## config.mk

```make
export PLATFORM = sky130hd
export DESIGN_NAME = int_ram_pingpong_ctrl
export DESIGN_NICKNAME = d
export VERILOG_FILES = /design/src/rtl/int_ram_pingpong_ctrl.sv
export SDC_FILE = /design/constraint.sdc
export NUM_CORES = 1
export LEC_CHECK = 0
export ABC_AREA = 0
export BUFFER_PORTS_ARGS = -buffer_cell sky130_fd_sc_hd__buf_4
export CAP_MARGIN = 40
export CORE_UTILIZATION = 48
export DETAILED_ROUTE_END_ITERATION = 12
export PLACE_DENSITY = 0.84
export SLEW_MARGIN = 15
export SYNTH_ARGS = -nofsm -noshare
export SYNTH_HDL_FRONTEND = slang
export SYNTH_SLANG_ARGS = --single-unit
export TNS_END_PERCENT = 20
```

## constraint.sdc

```tcl
create_clock -name clk -period 3.9 [get_ports clk]
set_input_delay 0.39 -clock clk [delete_from_list [all_inputs] [get_ports clk]]
set_output_delay 0.39 -clock clk [all_outputs]
set_load 0.02 [all_outputs]
```

## src/rtl/int_ram_pingpong_ctrl.sv

```systemverilog
// Ping-pong intrinsic-LLR RAM port controller: arbitrates one RAM port between
// the frame loader and the decoder core and tracks per-bank frame ownership.
// Optional statistics outputs are enabled with the INT_RAM_CTRL_STATS_EN macro.
module int_ram_pingpong_ctrl #(
    parameter int DATA_WIDTH = 5,
    parameter int ADDR_WIDTH = 8,
    parameter int FRAME_LEN  = 256
) (
    input  logic                  clk,
    input  logic                  rst,
    input  logic                  wr_req,
    input  logic [ADDR_WIDTH-1:0] wr_addr,
    input  logic [DATA_WIDTH-1:0] wr_data,
    output logic                  wr_gnt,
    output logic                  wr_ready,
    input  logic                  rd_req,
    input  logic [ADDR_WIDTH-1:0] rd_addr,
    output logic                  rd_gnt,
    input  logic                  rd_release,
    output logic [DATA_WIDTH-1:0] rd_data,
    output logic                  rd_valid,
    output logic                  frame_ready,
    output logic                  release_err,
    output logic [ADDR_WIDTH-1:0] ram_addr,
    output logic [DATA_WIDTH-1:0] ram_din,
    output logic                  ram_we,
    output logic                  ram_cs,
    output logic                  ram_rs,
    input  logic [DATA_WIDTH-1:0] ram_dout
`ifdef INT_RAM_CTRL_STATS_EN
    ,
    output logic [15:0]           frames_loaded,
    output logic [15:0]           wr_stall_cnt
`endif
);

    localparam logic [1:0] EMPTY   = 2'd0;
    localparam logic [1:0] FILLING = 2'd1;
    localparam logic [1:0] FULL    = 2'd2;

    localparam int              CNT_W = ADDR_WIDTH;
    localparam logic [CNT_W-1:0] LAST = CNT_W'(FRAME_LEN - 1);

    logic [1:0][1:0]  bank_q, bank_d;
    logic             wr_bank_q, wr_bank_d;
    logic             rd_bank_q, rd_bank_d;
    logic [CNT_W-1:0] wr_cnt_q, wr_cnt_d;
    logic             last_srv_q, last_srv_d;
    logic             rd_valid_q;
    logic             release_err_q;

    logic wr_elig;
    logic rd_elig;
    logic frame_done;
    logic rel_ok;

    // Eligibility, round-robin arbitration and status flags
    always_comb begin
        wr_ready    = (bank_q[wr_bank_q] != FULL);
        frame_ready = (bank_q[rd_bank_q] == FULL);
        wr_elig     = wr_req && wr_ready;
        rd_elig     = rd_req && frame_ready;
        wr_gnt      = wr_elig && (!rd_elig || last_srv_q);
        rd_gnt      = rd_elig && (!wr_elig || !last_srv_q);
        frame_done  = wr_gnt && (wr_cnt_q == LAST);
        rel_ok      = rd_release && frame_ready;
    end

    // RAM port mux: idle port drives zeros
    always_comb begin
        ram_cs   = 1'b0;
        ram_we   = 1'b0;
        ram_rs   = 1'b0;
        ram_addr = '0;
        ram_din  = '0;
        if (wr_gnt) begin
            ram_cs   = 1'b1;
            ram_we   = 1'b1;
            ram_rs   = wr_bank_q;
            ram_addr = wr_addr;
            ram_din  = wr_data;
        end else if (rd_gnt) begin
            ram_cs   = 1'b1;
            ram_rs   = rd_bank_q;
            ram_addr = rd_addr;
        end
    end

    // Bank ownership, pointers, fill counter and arbitration history
    always_comb begin
        bank_d     = bank_q;
        wr_bank_d  = wr_bank_q;
        rd_bank_d  = rd_bank_q;
        wr_cnt_d   = wr_cnt_q;
        last_srv_d = last_srv_q;
        if (wr_gnt) begin
            last_srv_d = 1'b0;
            if (frame_done) begin
                bank_d[wr_bank_q] = FULL;
                wr_bank_d         = ~wr_bank_q;
                wr_cnt_d          = '0;
            end else begin
                bank_d[wr_bank_q] = FILLING;
                wr_cnt_d          = wr_cnt_q + CNT_W'(1);
            end
        end
        if (rd_gnt) begin
            last_srv_d = 1'b1;
        end
        // A full reader bank is never the writer bank, so no conflict here
        if (rel_ok) begin
            bank_d[rd_bank_q] = EMPTY;
            rd_bank_d         = ~rd_bank_q;
        end
    end

    // State registers
    always_ff @(posedge clk or posedge rst) begin
        if (rst) begin
            bank_q        <= {EMPTY, EMPTY};
            wr_bank_q     <= 1'b0;
            rd_bank_q     <= 1'b0;
            wr_cnt_q      <= '0;
            last_srv_q    <= 1'b1;
            rd_valid_q    <= 1'b0;
            release_err_q <= 1'b0;
        end else begin
            bank_q        <= bank_d;
            wr_bank_q     <= wr_bank_d;
            rd_bank_q     <= rd_bank_d;
            wr_cnt_q      <= wr_cnt_d;
            last_srv_q    <= last_srv_d;
            rd_valid_q    <= rd_gnt;
            release_err_q <= rd_release && !frame_ready;
        end
    end

    assign rd_valid    = rd_valid_q;
    assign release_err = release_err_q;
    assign rd_data     = ram_dout;

`ifdef INT_RAM_CTRL_STATS_EN
    logic [15:0] frames_q;
    logic [15:0] stall_q;

    // Saturating frame and writer-stall counters
    always_ff @(posedge clk or posedge rst) begin
        if (rst) begin
            frames_q <= '0;
            stall_q  <= '0;
        end else begin
            if (frame_done && frames_q != 16'hFFFF) begin
                frames_q <= frames_q + 16'd1;
            end
            if (wr_req && !wr_gnt && stall_q != 16'hFFFF) begin
                stall_q <= stall_q + 16'd1;
            end
        end
    end

    assign frames_loaded = frames_q;
    assign wr_stall_cnt  = stall_q;
`endif

endmodule

```

==> metrics.yaml, run 1 <==
global_routing:
  top_usage_layer: "met2"
  use_met3_pct: 3.94
  grt_max_degree: 18
  grt_util_met1_pct: 25.7
  antenna_found_initial: 0
  grt_overflow: 0
  grt_pass1_wl_mm: 4.20
  grtUsageMet2_pct: 41.1
  grt_use_total_pct: 22.3
  grt_pass1_vias: 971
drt:
  drt.antenna.violating_nets: 0
  wl_mm: 2.57
  detailroute.via_count: 1059
  drt_iter0_markers: 40
  wl_per_cell_um: 14.1
  drtPass1Iterations: 4
  vias_per_cell: 5.82
  drc: 0
cts:
  postCtsSetupBuffers: 0
  ctsHoldBuffers: 0
  root_buffer: "clkbuf_4"
  clock_path_buffers: 2
  cts_tree: "done"
  cts.sinks: 17
  clk_pin_slew_ns: 0.11
  htree_num_levels: 1
  cts_resized: 0
  clk_latency_ns: 0.30
  cts_inserted_buffers: 3
timing:
  relSlewSlack_pct: 57.9
  finalClockSkew_ns: 0.0120
  setup_tns_ns: 0
  setup-violations-final: 0
  finalCritPeriodShare_pct: 65.3
  fmax_mhz: 393
  final_hold_viol_count: 0
  worst_slew_pin_slew_ns: 0.631
  maxSlewViolCount: 0
  rsz0062_at_grt: "false"
  holdWs_ns: 0.158
  period_needed_ns: 2.55
synth:
  synthAdderAreaFrac_pct: 1.11
  synth_xor_area_share_pct: 3.12
  yosysTopAreaCell: "dfrtp_1"
  synth.avg_cell_area_um2: 9.93
  synth-edff-count: 0
  synth_top_family_by_area: "simple AND/OR/NAND/NOR gates"
  synth_async_sr_flop_share_pct: 100
  synth-seq-area-share_pct: 38.0
  synth_nets: 145
  synth_ff_type: "dfrtp_1"
  synthMuxAreaShare_pct: 1.90
  ys_types: 41
  yosys.area_share.simple_pct: 24.7
  yosysWarnings: 0
  synth.top_cell.area_share_pct: 35.7
  syn_area_mm2: 0.00112
  syn_inst: 113
  synth_compound_area_share_pct: 21.7
  synth_area_leaders: "dfrtp_1 (36%), a22o_1 (6.2%), and3_1 (4.5%)"
  ys_ff_latch: 17
critical_path:
  cp_data_arrival_time_ns: 2.16
  worst-path-stages: 6
  reg2reg_from: "rd_bank_q"
  cp_data_required_time_ns: 3.51
  crit_start: "rd_bank_q"
  cp-start-kind: "flip-flop"
  cp-endpoint: "ram_addr[4]"
  crit_path_cell_trace: "or3b_1 > a21bo_4 > nand2_4 > inv_2 > a22o_1 > buf_4"
  rr_endpoint: "bank_q[0]"
  critical_path_class: "flip-flop to output port"
  critPathBufInv: 2
  cp_slowest_stage_delay_ns: 0.49
  cp_max_fo: 13
  rr_worst_depth: 4
  cp_top_family: "simple AND/OR/NAND/NOR gates"
  slowest_stage: "or3b_1"
  rrSetupSlack_ns: 2.11
  cp-end-kind: "output port"
final_layout:
  final_cells: 182
  drive_gt1_share_pct: 39.6
  diodes: 0
  fillCellCount: 189
  finalNetCount: 187
  area_growth_pct: 29.0
placement:
  dp.cells: 178
  dp_hpwl_mm: 2.03
  gp_congestion: 0.839
  io_buffers: 47
die:
  die_area_mm2: 0.00254
  row_count: 17
  ios: 58
  die_w_um: 50.4
  core_mm2: 0.00221
  start_util_pct: 50.7
  die_h_um: 50.4
power:
  p_per_area_mw_per_mm2: 323
  p_leak_uw: 0.000714
  power_uw: 467
  vdd_drop_max_v: 0.000189
flow_run:
  drv_cap: 0
outcome:
  outcome: "complete, no violations"
worst_hold_path:
  hold_path_class: "primary input to asynchronous set/reset pin"
[cell families (layout without fill, tap and decap cells)]
family,count (synthesis),count (layout)
mux,2,2
compound gates,28,28
fa+ha+maj,1,1
flops,17,17
buf+inv,14,55
xor+xnor,4,4
simple gates,47,47
[placed cells by master, fill, tap and decap left out, types with 2 or more instances in the layout]
master / count
nor3_1: 3
nand2_1: 11
nor2b_1: 2
or3b_1: 2
nor2_1: 2
nand3_1: 8
a22o_1: 8
inv_1: 3
dfrtp_1: 16
nor4_1: 2
o21ai_0: 4
a31oi_1: 3
xor2_1: 4
clkbuf_4: 3
a41oi_1: 2
buf_4: 47
nand3b_1: 2
and3_1: 8
[area by class of cell]
type | instances | area, µm² | area share (%)
Clock inverter | 1 | 5.00 | 0.346
Timing Repair Buffer | 47 | 353 | 24.4
Sequential cell | 17 | 427 | 29.5
Tap cell | 28 | 35.0 | 2.42
Inverter | 4 | 15.0 | 1.04
Clock buffer | 3 | 22.5 | 1.56
Multi-Input combinational cell | 82 | 591 | 40.8
[per-stage QoR]
step | utilization [%] | setup WS, ns | instance area, µm²
5_1_grt | 65.4 | 1.23 | 1450
3_3_place_gp | 64.2 | 1.75 | 1420
3_5_place_dp | 64.2 | 1.69 | 1420
4_1_cts | 65.4 | 1.35 | 1450
2_1_floorplan | - | 1.73 | 1120
6_report | 65.4 | 1.35 | 1450
[registers in the layout, summed over array words and instances, names as in the netlist]
name,cells
bank_q,4
last_srv_q,1
rd_bank_q,1
rd_valid,1
release_err,1
wr_bank_q,1
wr_cnt_q,8
[worst min-delay path by stage]
stage | from | cells after the start | slack [ns] | to
after floorplan | rst | 1 | 0.32 | bank_q[0]
after global placement | wr_cnt_q[6] | 1 | 0.45 | wr_cnt_q[6]
after detailed placement | wr_cnt_q[6] | 1 | 0.46 | wr_cnt_q[6]
after CTS | rst | 2 | 0.18 | rd_valid
after global routing | rst | 2 | 0.21 | rd_valid
final | rst | 2 | 0.16 | rd_valid
[cells in the mapped netlist, drive strengths merged (2+ instances only)]
| master | n |
|---|---|
| a31oi | 3 |
| nand2 | 12 |
| nor2 | 2 |
| and3 | 10 |
| a22o | 8 |
| nand3 | 8 |
| nand3b | 2 |
| nor3 | 3 |
| a21oi | 2 |
| nor4 | 2 |
| nor2b | 2 |
| o21ai | 5 |
| or3b | 2 |
| a21bo | 2 |
| xor2 | 4 |
| dfrtp | 16 |
| buf | 10 |
| a41oi | 2 |
| inv | 4 |
[routing by layer]
layer	part of all wire, %	vias to the layer above
met4	1.2	0
li1	-	501
met3	9.1	5
met5	0	-
met2	51	71
met1	39	482
[power by group]
group | leakage (µW) | switching, µW | internal (µW)
clock | 0.0000177 | 57.2 | 38.2
sequential | 0.000205 | 37.9 | 207
combinational | 0.000492 | 59.8 | 66.8
No activity file was read; power rests on OpenSTA's default activity.
==> inputs of run 2 (changes only) <==
ABC_AREA = 1   (was 0)
CORE_UTILIZATION = 45   (was 48)
PLACE_DENSITY = 0.79   (was 0.84)
clock period = 2.45 ns   (was 3.9 ns; I/O delays follow)
==> metrics.yaml, run 2 <==
placement:
  dp.cells: 217  # +22%
  gp_congestion: 0.798  # -4.8%
  io_buffers: 47  # unchanged
  dp_hpwl_mm: 2.09  # +3.0%
cts:
  cts.sinks: 17  # unchanged
  root_buffer: "clkbuf_4"
  cts_tree: "done"
  cts_inserted_buffers: 3  # unchanged
  ctsHoldBuffers: 0  # unchanged
  cts_resized: 0  # unchanged
  clock_path_buffers: 2  # unchanged
  clk_latency_ns: 0.30  # about the same
  htree_num_levels: 1  # unchanged
  postCtsSetupBuffers: 0  # unchanged
  clk_pin_slew_ns: 0.12  # about the same
drt:
  detailroute.via_count: 1093  # +3.2%
  wl_per_cell_um: 11.9  # -16%
  vias_per_cell: 4.95  # -15%
  drt.antenna.violating_nets: 0  # unchanged
  drtPass1Iterations: 4  # unchanged
  wl_mm: 2.64  # +2.6%
  drc: 0  # unchanged
  drt_iter0_markers: 13  # -68%
die:
  start_util_pct: 49.7  # -1.1 points
  die_area_mm2: 0.00274  # +8.1%
  row_count: 17  # unchanged
  die_h_um: 52.4  # +4.0%
  ios: 58  # unchanged
  die_w_um: 52.4  # +4.0%
  core_mm2: 0.00230  # +3.8%
outcome:
  outcome: "complete, no violations"
power:
  p_leak_uw: 0.000795  # +11%
  p_per_area_mw_per_mm2: 505  # +57%
  vdd_drop_max_v: 0.000301  # +59%
final_layout:
  finalNetCount: 226  # +21%
  reg_top3: "wr_cnt_q: 8 flops, bank_q: 4 flops"
  area_growth_pct: 29.7
  diodes: 0  # unchanged
  drive_gt1_share_pct: 35.2  # -4.4 points
  final_cell_mix: "buf_4 (48), nand2_1 (46), inv_1 (22)"
  layout_commonest_cell: "buf_4"
  regMostFlops: "wr_cnt_q"
  largest_reg_flops: 8  # unchanged
  post-route-util_pct: 64.4  # -1.0 points
  fillCellCount: 187  # -1.1%
  final_cells: 221  # +21%
timing:
  finalClockSkew_ns: 0.0137  # +0.00174 ns
  setup_tns_ns: 0  # unchanged
  worst_slew_pin_slew_ns: 0.642  # +0.0109 ns
  final_hold_viol_count: 0  # unchanged
  period_needed_ns: 2.00
  maxSlewViolCount: 0  # unchanged
  setup-violations-final: 0  # unchanged
  finalCritPeriodShare_pct: 81.7
  fmax_mhz: 499
  rsz0062_at_grt: "false"
  relSlewSlack_pct: 57.2  # -0.73 points
global_routing:
  grt_pass1_vias: 1058  # +9.0%
  grt_pass1_wl_mm: 4.33  # +3.1%
  antenna_found_initial: 0  # unchanged
  grt_overflow: 0  # unchanged
  grt_use_total_pct: 21.7  # -0.62 points
  grt_max_degree: 19  # +1
critical_path:
  critical_path_class: "flip-flop to output port"
  cp_slowest_stage_delay_ns: 0.41  # -0.08 ns
  slowest_stage: "dfrtp_1"
  crit_path_cell_trace: "inv_1 > nand3_2 > nand2_4 > nand2_1 > a21oi_2 > buf_4 > inv_1 > o21ai_0 > buf_4"
  cp_data_arrival_time_ns: 1.76  # -0.40 ns
  cp-start-kind: "flip-flop"
  rrSetupSlack_ns: 0.95  # -1.16 ns
  rr_worst_depth: 6  # +2
  rr_endpoint: "wr_bank_q"
  cp-end-kind: "output port"
  cp_max_fo: 12  # -1
  cp_data_required_time_ns: 2.20  # -1.31 ns
  reg2reg_from: "wr_cnt_q[0]"
  cp_top_family: "buffers and inverters"
  critPathBufInv: 4  # +2
synth:
  synth_nets: 182  # +26%
  synth-seq-area-share_pct: 37.4  # -0.63 points
  ys_types: 26  # -37%
  synth_async_sr_flop_share_pct: 100  # unchanged
  synth.top_cell.area_share_pct: 35.1  # -0.59 points
  syn_area_mm2: 0.00114  # +1.7%
  synth-edff-count: 0  # unchanged
  synth.avg_cell_area_um2: 7.61  # -23%
  yosysWarnings: 0  # unchanged
  synth_ff_type: "dfrtp_1"
  synth.most_common_cell: "nand2_1"
  synthTopCellsByCount: "nand2_1 (46), inv_1 (22), dfrtp_1 (16)"
  synth_area_leaders: "dfrtp_1 (35%), nand2_1 (15%), inv_1 (7.2%)"
  yosysTopAreaCell: "dfrtp_1"
  ys_ff_latch: 17  # unchanged
  syn_inst: 150  # +33%
worst_hold_path:
  hold_path_class: "primary input to asynchronous set/reset pin"
flow_run:
  drv_cap: 0  # unchanged
[run 2: cell count changes in the layout (fill, tap and decap cells not counted), moves of 3 or more]
cell / delta
nand4_1: +4
a21oi_1: +4
nand2_1: +35
and3_1: -8
a22o_1: -8
nand2_2: +3
nor2_1: +9
a31oi_1: -3
inv_1: +19
nand3_2: +3
[run 2: power breakdown]
part | total [µW] | internal [µW] | leakage (µW) | switching, µW
combinational | 211 | 98.5 | 0.000570 | 112
sequential | 382 | 329 | 0.000207 | 52.7
clock | 155 | 60.7 | 0.0000177 | 94.8
[run 2: worst register-to-register path: stages (launching register included)]
cell	delay (ns)
dfrtp_1	0.40
ha_1	0.21
nand3_1	0.13
nor2_1	0.21
inv_1	0.17
o21ai_0	0.20
nand2_1	0.08
[run 2: worst max-delay path by stage]
stage / from / end / slack [ns] / cells after the start
global placement: rd_bank_q / ram_rs / 0.82 / 9
floorplan: rd_bank_q / ram_rs / 0.79 / 7
global route: rd_bank_q / ram_rs / 0.28 / 9
detailed placement: rd_bank_q / ram_rs / 0.79 / 9
finish: rd_bank_q / ram_rs / 0.45 / 9
CTS: bank_q[0] / ram_rs / 0.45 / 9
[run 2: metal layers]
layer / wire (µm) / share of wire, % / GRT usage (%) / vias to the layer above
met5: 0 / 0 / 0 / -
met4: 21 / 0.80 / 8.33 / 0
met3: 205 / 7.8 / 4.35 / 2
met2: 1350 / 51 / 39.5 / 63
met1: 1070 / 40 / 24.4 / 483
li1: - / - / - / 545
[run 2: layout make-up]
| class | count | area (µm²) | area share [%] |
|---|---|---|---|
| multi-input combinational | 100 | 536 | 36.2 |
| timing repair buffer | 48 | 360 | 24.3 |
| clock buffer | 3 | 22.5 | 1.52 |
| sequential | 17 | 427 | 28.8 |
| inverter | 24 | 95.1 | 6.42 |
| clock inverter | 1 | 5.00 | 0.338 |
| tap | 28 | 35.0 | 2.37 |
[run 2: metrics by stage]
step / instance area [µm²] / power, µW / worst slack (ns) / hold slack, ns
final: 1480 / 748 / 0.448 / 0.0250
after global routing: 1480 / 797 / 0.276 / 0.0774
after CTS: 1480 / 753 / 0.445 / 0.0503
after detailed placement: 1450 / 595 / 0.790 / 0.380
after global placement: 1450 / 583 / 0.818 / 0.374
after floorplan: 1140 / 526 / 0.785 / 0.170
[run 2: logic make-up after synthesis]
kind of cell / after synthesis / share of synthesized area (%)
xor+xnor: 3 / 2.30
buf+inv: 33 / 15.7
flops: 17 / 37.4
simple gates: 82 / 36.7
compound gates: 14 / 6.80
fa+ha+maj: 1 / 1.10
==> inputs of run 3 (changes only) <==
clock period = 2 ns   (was 2.45 ns; I/O delays follow)
==> metrics.yaml, run 3 (synthesis gave the netlist of run 2 again) <==
placement:
  io_buffers: 47  # unchanged
  dp.cells: 217  # unchanged
  place_ws_ns: 0.378  # -0.411 ns
  dp_hpwl_mm: 1.92  # -8.1%
  gp_congestion: 0.841  # +5.3%
  dpl_cell_area_mm2: 0.00145  # unchanged
critical_path:
  rr_endpoint: "wr_bank_q"
  rr_worst_depth: 6  # unchanged
  reg2reg_from: "wr_cnt_q[0]"
  cp_data_required_time_ns: 1.80  # -0.40 ns
  rrSetupSlack_ns: 0.53  # -0.42 ns
  crit_path_cell_trace: "inv_2 > nand3_2 > nand2_4 > nand2_1 > a21oi_4 > buf_6 > nand2_1 > nand2_1 > buf_4"
  cp_common_cell: "nand2_1"
  worst-path-stages: 9  # unchanged
  cp-end-kind: "output port"
  critical_path_class: "flip-flop to output port"
  cp_slowest_stage_delay_ns: 0.43  # +0.02 ns
  cp_max_fo: 11  # -1
  slowest_stage: "dfrtp_1"
  cp_top_family: "simple AND/OR/NAND/NOR gates"
  critPathBufInv: 3  # -1
  cp_data_arrival_time_ns: 1.70  # -0.06 ns
  cp-start-kind: "flip-flop"
global_routing:
  grt_max_degree: 19  # unchanged
  grt_pass1_wl_mm: 3.83  # -11%
  grt_pass1_vias: 936  # -12%
  antenna_found_initial: 0  # unchanged
  grt_use_total_pct: 19.2  # -2.5 points
  grt_overflow: 0  # unchanged
cts:
  cts_inserted_buffers: 3  # unchanged
  cts_tree: "done"
  postCtsSetupBuffers: 0  # unchanged
  cts_resized: 0  # unchanged
  clk_pin_slew_ns: 0.10  # -0.02 ns
  root_buffer: "clkbuf_4"
  cts.sinks: 17  # unchanged
  htree_num_levels: 1  # unchanged
  ctsHoldBuffers: 0  # unchanged
  clk_latency_ns: 0.29  # about the same
  clock_path_buffers: 2  # unchanged
timing:
  layout_setup_ws_ns: 0.103  # -0.345 ns
  holdWs_ns: -0.0148  # -0.0399 ns
  worst_slew_pin_slew_ns: 0.621  # -0.0206 ns
  setup-violations-final: 0  # unchanged
  relSlewSlack_pct: 58.6  # +1.4 points
  fmax_mhz: 527
  finalCritPeriodShare_pct: 94.9
  final_hold_viol_count: 16  # +16
  rsz0062_at_grt: "true"
  setup_tns_ns: 0  # unchanged
  maxSlewViolCount: 0  # unchanged
  finalClockSkew_ns: 0.00222  # -0.0115 ns
  period_needed_ns: 1.90
flow_run:
  drv_cap: 0  # unchanged
final_layout:
  final_cells: 221  # unchanged
  final_cell_mix: "buf_4 (47), nand2_1 (46), inv_1 (21)"
  layout_commonest_cell: "buf_4"
  reg_top3: "wr_cnt_q: 8 flops, bank_q: 4 flops"
  regMostFlops: "wr_cnt_q"
  finalNetCount: 226  # unchanged
  area_growth_pct: 31.0
  fillCellCount: 199  # +6.4%
  largest_reg_flops: 8  # unchanged
  diodes: 0  # unchanged
  design_area_mm2: 0.00150  # +1.0%
  drive_gt1_share_pct: 35.8  # +0.52 points
die:
  core_mm2: 0.00230  # unchanged
  row_count: 17  # unchanged
  die_area_mm2: 0.00274  # unchanged
  start_util_pct: 49.7  # unchanged
  ios: 58  # unchanged
  die_h_um: 52.4  # unchanged
  die_w_um: 52.4  # unchanged
drt:
  vias_per_cell: 4.92  # -0.55%
  wl_per_cell_um: 11.1  # -6.9%
  drc: 0  # unchanged
  drt.antenna.violating_nets: 0  # unchanged
  detailroute.via_count: 1087  # -0.55%
  drtPass1Iterations: 5  # +1
  drt_iter0_markers: 15  # +2
  wl_mm: 2.46  # -6.9%
worst_hold_path:
  hold_path_class: "primary input to asynchronous set/reset pin"
outcome:
  violations: "hold timing"
  outcome: "complete, but fails checks"
power:
  power_uw: 905  # +21%
  vdd_drop_max_v: 0.000458  # +52%
  p_leak_uw: 0.000794  # -0.20%
  p_per_area_mw_per_mm2: 606  # +20%
## run 3: changes by cell type in the layout (fill, tap and decap cells not counted)
cell,delta
a21oi_2,-1
a21oi_4,+1
buf_4,-1
buf_6,+1
clkbuf_1,+1
clkinv_2,-1
inv_1,-1
inv_2,+1
nand3_1,-1
nand3_2,+1
## run 3: worst max path at each step
stage | to | slack (ns) | from
floorplan | ram_rs | 0.38 | rd_bank_q
CTS | ram_addr[4] | 0.04 | rd_bank_q
global route | ram_addr[4] | 0.002 | bank_q[2]
detailed placement | ram_addr[4] | 0.38 | rd_bank_q
global placement | ram_addr[4] | 0.39 | rd_bank_q
finish | ram_addr[4] | 0.10 | rd_bank_q
## run 3: per-layer routing
| metal | share of wire, % | vias up | global-route usage, % | routed length, µm |
|---|---|---|---|---|
| li1 | - | 545 | - | - |
| met1 | 44 | 483 | 24.2 | 1070 |
| met2 | 49 | 55 | 32.3 | 1200 |
| met3 | 5.7 | 4 | 2.03 | 139 |
| met4 | 1.6 | 0 | 9.65 | 39 |
| met5 | 0 | - | 0 | 0 |
## run 3: final cells by class
type / count / area, µm² / share of cell area (%)
multi-input combinational: 100 / 548 / 36.7
sequential: 17 / 427 / 28.5
timing repair buffer: 48 / 364 / 24.4
inverter: 24 / 95.1 / 6.36
tap: 28 / 35.0 / 2.34
clock buffer: 4 / 26.3 / 1.76
## run 3: worst register-to-register path, delay by kind of cell, from the launching register on
kind            cells  cell delay (ns)
flops               1             0.41
simple gates        3             0.41
fa+ha+maj           1             0.21
compound gates      1             0.18
buf+inv             1             0.16
## run 3: power breakdown
part	internal (µW)	switching (µW)	total, µW	leakage [µW]
Combinational	122	131	253	0.000571
Sequential	403	67.3	470	0.000207
Clock	77.5	105	182	0.0000150
Total	602	303	905	0.000794
## run 3: through the flow
stage / utilization (%) / hold slack (ns)
6_report: 65.1 / -0.0148
5_1_grt: 65.1 / 0.0405
4_1_cts: 64.4 / 0.00625
3_5_place_dp: 63.2 / 0.322
3_3_place_gp: 63.2 / 0.321
2_1_floorplan: - / 0.125
